$ cat src/rtl/mux_scan_pkg.sv
// Shared types and constants for the four-channel mux scan sequencer.
// Contents:
//   NCH, SEL_W   - channel count and select width
//   scan_state_e - sequencer states (IDLE, SETTLE, PUBLISH)
//   dwell_cnt_w  - dwell counter width for a given DWELL, never below 1
//   frame_parity - even-parity helper over a frame
package mux_scan_pkg;

  localparam int NCH   = 4;
  localparam int SEL_W = 2;

  typedef enum logic [1:0] {
    IDLE    = 2'd0,
    SETTLE  = 2'd1,
    PUBLISH = 2'd2
  } scan_state_e;

  function automatic int dwell_cnt_w(input int dwell);
    int w;
    w = $clog2(dwell);
    return (w < 1) ? 1 : w;
  endfunction

  function automatic logic frame_parity(input logic [NCH-1:0] f);
    return ^f;
  endfunction

endpackage

$ cat src/rtl/mux_scan_ctrl_if.sv
// Bus between a scan requester and mux_scan_ctrl.
// Signals: start/cont/abort (requests), y (mux output), s1/s0 (mux selects),
// busy, frame, frame_valid, and frame_par when MUX_SCAN_PARITY_EN is defined.
// Modports: master = requester side, slave = the sequencer.
interface mux_scan_ctrl_if;
  import mux_scan_pkg::*;

  logic           start;
  logic           cont;
  logic           abort;
  logic           y;
  logic           s1;
  logic           s0;
  logic           busy;
  logic [NCH-1:0] frame;
  logic           frame_valid;
`ifdef MUX_SCAN_PARITY_EN
  logic           frame_par;

  modport master (output start, cont, abort,
                  input  y, s1, s0, busy, frame, frame_valid, frame_par);
  modport slave  (input  start, cont, abort, y,
                  output s1, s0, busy, frame, frame_valid, frame_par);
`else
  modport master (output start, cont, abort,
                  input  y, s1, s0, busy, frame, frame_valid);
  modport slave  (input  start, cont, abort, y,
                  output s1, s0, busy, frame, frame_valid);
`endif

endinterface

$ cat src/rtl/mux_scan_ctrl_timer.sv
// scan_dwell_timer: dwell counter for one selected channel.
// Ports: clk, rst_n (async active-low), clr (highest priority, forces 0),
// en (count up), tc (count has reached DWELL-1).
module scan_dwell_timer
  import mux_scan_pkg::*;
#(
  parameter int DWELL = 2
) (
  input  logic clk,
  input  logic rst_n,
  input  logic clr,
  input  logic en,
  output logic tc
);

  localparam int            CW   = dwell_cnt_w(DWELL);
  localparam logic [CW-1:0] LAST = CW'(DWELL - 1);

  logic [CW-1:0] cnt_q;
  logic [CW-1:0] cnt_d;

  // Next count: clear wins over enable.
  always_comb begin
    cnt_d = cnt_q;
    if (clr) begin
      cnt_d = {CW{1'b0}};
    end else if (en) begin
      cnt_d = cnt_q + CW'(1);
    end else begin
      cnt_d = cnt_q;
    end
  end

  // Count register.
  always_ff @(posedge clk or negedge rst_n) begin
    if (!rst_n) begin
      cnt_q <= {CW{1'b0}};
    end else begin
      cnt_q <= cnt_d;
    end
  end

  // Kept independent of en so the controller's next-state logic has no loop.
  assign tc = (cnt_q == LAST);

endmodule

$ cat src/rtl/mux_scan_ctrl.sv
// mux_scan_ctrl: steps the selects of a downstream mux_4x1 through channels
// 0..3, samples y after DWELL cycles per channel and publishes a 4-bit frame.
// Ports: clk, rst_n (async active-low), bus (mux_scan_ctrl_if.slave):
//   start/cont/abort in, y in, s1/s0 out, busy out, frame out, frame_valid out.
// Optional: MUX_SCAN_PARITY_EN adds bus.frame_par (XOR of frame bits).
// All outputs come straight from flops.
module mux_scan_ctrl
  import mux_scan_pkg::*;
#(
  parameter int DWELL = 2
) (
  input  logic                  clk,
  input  logic                  rst_n,
  mux_scan_ctrl_if.slave        bus
);

  scan_state_e      state_q, state_d;
  logic [SEL_W-1:0] ch_q, ch_d;
  logic [SEL_W-1:0] sel_q, sel_d;
  logic             busy_q, busy_d;
  logic             frame_valid_q, frame_valid_d;
  logic [NCH-1:0]   shadow_q, shadow_d;
  logic [NCH-1:0]   frame_q, frame_d;
`ifdef MUX_SCAN_PARITY_EN
  logic             frame_par_q, frame_par_d;
`endif
  logic             tmr_clr_s;
  logic             tmr_en_s;
  logic             tmr_tc_s;

  scan_dwell_timer #(.DWELL(DWELL)) u_timer (
    .clk   (clk),
    .rst_n (rst_n),
    .clr   (tmr_clr_s),
    .en    (tmr_en_s),
    .tc    (tmr_tc_s)
  );

  // Next state and next register values; abort overrides every state.
  always_comb begin
    state_d       = state_q;
    ch_d          = ch_q;
    sel_d         = sel_q;
    busy_d        = busy_q;
    frame_valid_d = 1'b0;
    shadow_d      = shadow_q;
    frame_d       = frame_q;
    tmr_clr_s     = 1'b1;
    tmr_en_s      = 1'b0;
    if (bus.abort) begin
      state_d  = IDLE;
      ch_d     = {SEL_W{1'b0}};
      sel_d    = {SEL_W{1'b0}};
      busy_d   = 1'b0;
      shadow_d = {NCH{1'b0}};
    end else begin
      case (state_q)
        IDLE: begin
          ch_d  = {SEL_W{1'b0}};
          sel_d = {SEL_W{1'b0}};
          if (bus.start) begin
            state_d = SETTLE;
            busy_d  = 1'b1;
          end else begin
            busy_d  = 1'b0;
          end
        end
        SETTLE: begin
          tmr_en_s  = 1'b1;
          tmr_clr_s = 1'b0;
          if (tmr_tc_s) begin
            tmr_clr_s      = 1'b1;
            shadow_d[ch_q] = bus.y;
            if (ch_q == SEL_W'(NCH - 1)) begin
              // Last sample lands in the frame on the same edge it is taken.
              state_d       = PUBLISH;
              frame_d       = shadow_d;
              frame_valid_d = 1'b1;
              sel_d         = {SEL_W{1'b1}};
            end else begin
              ch_d  = ch_q + SEL_W'(1);
              sel_d = ch_q + SEL_W'(1);
            end
          end else begin
            tmr_clr_s = 1'b0;
          end
        end
        PUBLISH: begin
          ch_d  = {SEL_W{1'b0}};
          sel_d = {SEL_W{1'b0}};
          if (bus.cont) begin
            state_d = SETTLE;
          end else begin
            state_d = IDLE;
            busy_d  = 1'b0;
          end
        end
        default: begin
          state_d = IDLE;
          ch_d    = {SEL_W{1'b0}};
          sel_d   = {SEL_W{1'b0}};
          busy_d  = 1'b0;
        end
      endcase
    end
  end

`ifdef MUX_SCAN_PARITY_EN
  // Parity follows frame and only changes when a frame is published.
  always_comb begin
    if (frame_valid_d) begin
      frame_par_d = frame_parity(frame_d);
    end else begin
      frame_par_d = frame_par_q;
    end
  end

  // Parity register.
  always_ff @(posedge clk or negedge rst_n) begin
    if (!rst_n) begin
      frame_par_q <= 1'b0;
    end else begin
      frame_par_q <= frame_par_d;
    end
  end

  assign bus.frame_par = frame_par_q;
`endif

  // Sequencer state and output registers.
  always_ff @(posedge clk or negedge rst_n) begin
    if (!rst_n) begin
      state_q       <= IDLE;
      ch_q          <= {SEL_W{1'b0}};
      sel_q         <= {SEL_W{1'b0}};
      busy_q        <= 1'b0;
      frame_valid_q <= 1'b0;
      shadow_q      <= {NCH{1'b0}};
      frame_q       <= {NCH{1'b0}};
    end else begin
      state_q       <= state_d;
      ch_q          <= ch_d;
      sel_q         <= sel_d;
      busy_q        <= busy_d;
      frame_valid_q <= frame_valid_d;
      shadow_q      <= shadow_d;
      frame_q       <= frame_d;
    end
  end

  assign bus.s1          = sel_q[1];
  assign bus.s0          = sel_q[0];
  assign bus.busy        = busy_q;
  assign bus.frame       = frame_q;
  assign bus.frame_valid = frame_valid_q;

endmodule

$ cat src/flat_wrapper.sv
// flat-port wrapper written by rule: the top's interface ports become plain ports
module mux_scan_ctrl_flat import mux_scan_pkg::*;
#(
  parameter int DWELL = 2
)
  (clk, rst_n, bus_start, bus_cont, bus_abort, bus_y, bus_s1, bus_s0, bus_busy, bus_frame, bus_frame_valid);
  mux_scan_ctrl_if bus_i ();
  input  logic clk;
  input  logic rst_n;
  input wire logic [$bits(bus_i.start)-1:0] bus_start;
  input wire logic [$bits(bus_i.cont)-1:0] bus_cont;
  input wire logic [$bits(bus_i.abort)-1:0] bus_abort;
  input wire logic [$bits(bus_i.y)-1:0] bus_y;
  output wire logic [$bits(bus_i.s1)-1:0] bus_s1;
  output wire logic [$bits(bus_i.s0)-1:0] bus_s0;
  output wire logic [$bits(bus_i.busy)-1:0] bus_busy;
  output wire logic [$bits(bus_i.frame)-1:0] bus_frame;
  output wire logic [$bits(bus_i.frame_valid)-1:0] bus_frame_valid;
  assign bus_i.start = bus_start;
  assign bus_i.cont = bus_cont;
  assign bus_i.abort = bus_abort;
  assign bus_i.y = bus_y;
  assign bus_s1 = bus_i.s1;
  assign bus_s0 = bus_i.s0;
  assign bus_busy = bus_i.busy;
  assign bus_frame = bus_i.frame;
  assign bus_frame_valid = bus_i.frame_valid;
  mux_scan_ctrl #(.DWELL(DWELL)) u_core (.clk(clk), .rst_n(rst_n), .bus(bus_i));
endmodule
$ cat config.mk
export PLATFORM = sky130hd
export DESIGN_NAME = mux_scan_ctrl_flat
export DESIGN_NICKNAME = d
export VERILOG_FILES = /design/src/rtl/mux_scan_pkg.sv /design/src/rtl/mux_scan_ctrl_if.sv /design/src/rtl/mux_scan_ctrl_timer.sv /design/src/rtl/mux_scan_ctrl.sv /design/src/flat_wrapper.sv
export SDC_FILE = /design/constraint.sdc
export NUM_CORES = 1
export LEC_CHECK = 0
export ABC_CLOCK_PERIOD_IN_PS = 2700
export CORE_UTILIZATION = 50
export CTS_CLUSTER_DIAMETER = 50
export DETAILED_ROUTE_END_ITERATION = 8
export PLACE_DENSITY = 0.76
export SYNTH_ARGS = -nofsm -noshare
export SYNTH_HDL_FRONTEND = slang
export SYNTH_SLANG_ARGS = --single-unit
$ cat constraint.sdc
create_clock -name clk -period 2.7 [get_ports clk]
set_input_delay 0.27 -clock clk [delete_from_list [all_inputs] [get_ports clk]]
set_output_delay 0.27 -clock clk [all_outputs]
set_load 0.05 [all_outputs]
==> impl_metrics.json <==
{
  "cts-htree-levels": 1,
  "mean_cell_area_of_the_mapped_netlist_um2": 12.16,
  "post_synth_instance_area_um2": 814.5,
  "ys_types": 21,
  "kind_of_critical_path": "flip-flop to output port",
  "drt-total-wl_um": 1354,
  "worstPathArrival_ns": 1.46,
  "antenna_found_initial": 0,
  "netlist_top_cells_area": "dfrtp_1 (49%), mux2i_1 (9.8%), mux2_4 (7.4%), ha_1 (6.1%), mux2_2 (4.1%)",
  "fin_nets": 92,
  "cpLargestDelayFamily": "buffers and inverters",
  "via_count": 506,
  "port_buffers": 13,
  "synthFlopType": "dfrtp_1",
  "cap_violations": 0,
  "hold_crit_class": "input pin to async pin",
  "core_area_um2": 1506,
  "cts.sinks": 16,
  "synth-async-reset-ratio": 1.000,
  "synth-edff-count": 0,
  "timing.critical_path.cells": "clkdlybuf4s50_1",
  "area_of_the_multi_input_gates_um2": 376.6,
  "detailed_place.area_um2": 942.2,
  "clockBufferDepth": 2,
  "worst_ep_required_time_ns": 2.43,
  "timing.final.hold_violations": 0,
  "global_route.peak_usage_layer": "met1",
  "share_of_final_layout_standard_cells_stronger_than_drive_strength_1": 0.1500,
  "fill_cells": 127,
  "initial_core_util": 0.5407,
  "hold_fix_buffers_cts": 0,
  "timing.final.setup_violations": 0,
  "gp_congestion": 0.7099,
  "finalCoreUtilization": 0.6404,
  "critical_path.max_fanout": 3,
  "synth_nets": 77,
  "place.detailed.hpwl_um": 982.5,
  "horizontal_die_dimension_um": 42.36,
  "area.growth.synth_to_final_pct": 18.43,
  "number_of_buffers_created_by_cts": 3,
  "top_cells_by_count_synth": "dfrtp_1 (16), mux2i_1 (8), nor2_1 (8)",
  "row_count": 14,
  "timing.rr.start": "u_core.state_q[1]$_DFFE_PN0P_",
  "synth-warning-count": 0,
  "placed_cells": 93,
  "cts.root.buffer_cell": "clkbuf_4",
  "antenna_cells": 0,
  "drt-vias-per-instance": 5.271,
  "die_h_um": 42.36,
  "clock_tree_from_tritoncts": "built",
  "grt_remaining_overflow": 0,
  "synthCells": 67,
  "final_max_slew_viol_count": 0,
  "drt-pass1-iter-count": 4,
  "clk_latency_ns": 0.28,
  "period_minus_slack_ns": 1.733,
  "clkSlewWorstSetupHoldPaths_ns": 0.08,
  "timing.critical_path.slowest_cell_delay_ns": 0.81,
  "detail_route.iter0.violations": 7,
  "use_met1": 0.2614,
  "count_of_boundary_i_o_pins": 14,
  "register_area_um2": 400.4,
  "maximum_number_of_pins_on_one_net_before_global_route_repair": 17,
  "remaining_antenna_violation_count": 0,
  "drcViolationCount": 0,
  "final_cell_area_um2": 964.7,
  "vias_in_the_first_global_route": 505,
  "critical_path.slowest_cell": "clkdlybuf4s50_1",
  "timing.setup.tns_ns": 0,
  "start_kind": "flip-flop",
  "rsz0062_at_grt": "no",
  "post_cts.resized_instances": 0,
  "run_status": "finished, final reports clean",
  "ys_seq_elements": 16,
  "finalCritPeriodShare": 0.6419,
  "synthMostInstantiatedCell": "dfrtp_1",
  "worst_slew_margin_rel": 0.5269,
  "worst_setup_path_end_kind": "output port",
  "synth_top_cell_area_share": 0.4916,
  "wire_per_inst_um": 14.10,
  "grt_pass1_wl_um": 2352,
  "grtUsageMet3": 0.04310,
  "global_route.usage.met2": 0.2492,
  "irDropWorstVdd_uv": 319.1,
  "report.power.total_uw": 414.5,
  "dieArea_um2": 1794,
  "worstPathBufferInverterCount": 1,
  "post_cts_buffers": 0,
  "setup.worst_path.start": "u_core.bus.busy$_DFFE_PN0P_",
  "fmax_ghz": 0.5770,
  "synth_sequential_area_ratio": 0.4916,
  "total_leakage_power_nw": 0.4755,
  "synth_largest_area_cell": "dfrtp_1",
  "power_density_over_cell_area_nw_per_um2": 429.6,
  "worst_slew_pin_slew_ns": 0.7074,
  "finish.cell_count_without_fillers": 96,
  "finClkSkew_ns": 0.002892,
  "grt_util_all_layers": 0.1829
}
-- state kept, by name, indices dropped and copies added, names as in the netlist --
signal                  flops
u_core.bus.frame            4
u_core.shadow_q             3
u_core.ch_q                 2
u_core.sel_q                2
u_core.state_q              2
u_core.bus.busy             1
u_core.bus.frame_valid      1
u_core.u_timer.tc           1
-- power breakdown --
part           switching [mW]  total (mW)  leakage [nW]  internal (mW)
logic                  0.0241      0.0443         0.242         0.0202
clock network          0.0670       0.119        0.0138         0.0517
registers             0.00722       0.251         0.220          0.244
total                  0.0984       0.414         0.476          0.316
-- logic make-up after synthesis --
logic type | share of synthesized area
simple gates | 0.1598
flops | 0.4915
mux | 0.2135
buf+inv | 0.04608
compound gates | 0.02765
fa+ha+maj | 0.06145
-- final cells by class --
| cell class | instances | area share |
|---|---|---|
| Multi-Input combinational cell | 44 | 0.3904 |
| Inverter | 4 | 0.01556 |
| Clock buffer | 3 | 0.02335 |
| Timing Repair Buffer | 13 | 0.1349 |
| Tap cell | 16 | 0.02075 |
| Sequential cell | 16 | 0.4150 |
-- per-stage QoR --
stage | setup slack, ns | hold slack, ns
6_report | 0.9670 | 0.4072
5_1_grt | 0.9136 | 0.4544
4_1_cts | 0.9498 | 0.4326
3_5_place_dp | 0.7212 | 0.4998
3_3_place_gp | 0.7466 | 0.4997
2_1_floorplan | 1.224 | -0.02559
-- final timing paths --
| check | endpoint | cells after the start | slack (ns) |
|---|---|---|---|
| worst max-delay path | bus_busy | 1 | 0.97 |
| worst min-delay path | u_core.ch_q[1]$_DFFE_PN0P_ | 1 | 0.41 |
| worst max register to register | u_core.bus.frame[1]$_DFFE_PN0P_ | 3 | 1.05 |
| worst min register to register | u_core.bus.frame[2]$_DFFE_PN0P_ | 1 | 0.53 |
| max in group asynchronous | u_core.bus.frame[2]$_DFFE_PN0P_ | 1 | 1.84 |
| min in group clk | u_core.bus.frame[2]$_DFFE_PN0P_ | 1 | 0.53 |
-- cell usage in the layout (no fill, tap or decap), drive strengths merged --
master	n
o21ai	1
ha	4
mux2i	8
or3b	1
inv	4
a21oi	2
clkbuf	3
nand4b	3
or2	1
nand2b	3
nor2	9
dfrtp	16
a21boi	1
clkdlybuf4s50	13
nand3	1
mux2	7
nand2	2
and2b	1
-- metal layers --
layer	vias to the layer above	wire, µm	part of all wire
met1	239	690	0.51
met5	-	0	0
met3	4	61	0.045
met4	0	36	0.027
met2	11	566	0.42
li1	252	-	-
No activity file was read; power rests on OpenSTA's default activity.
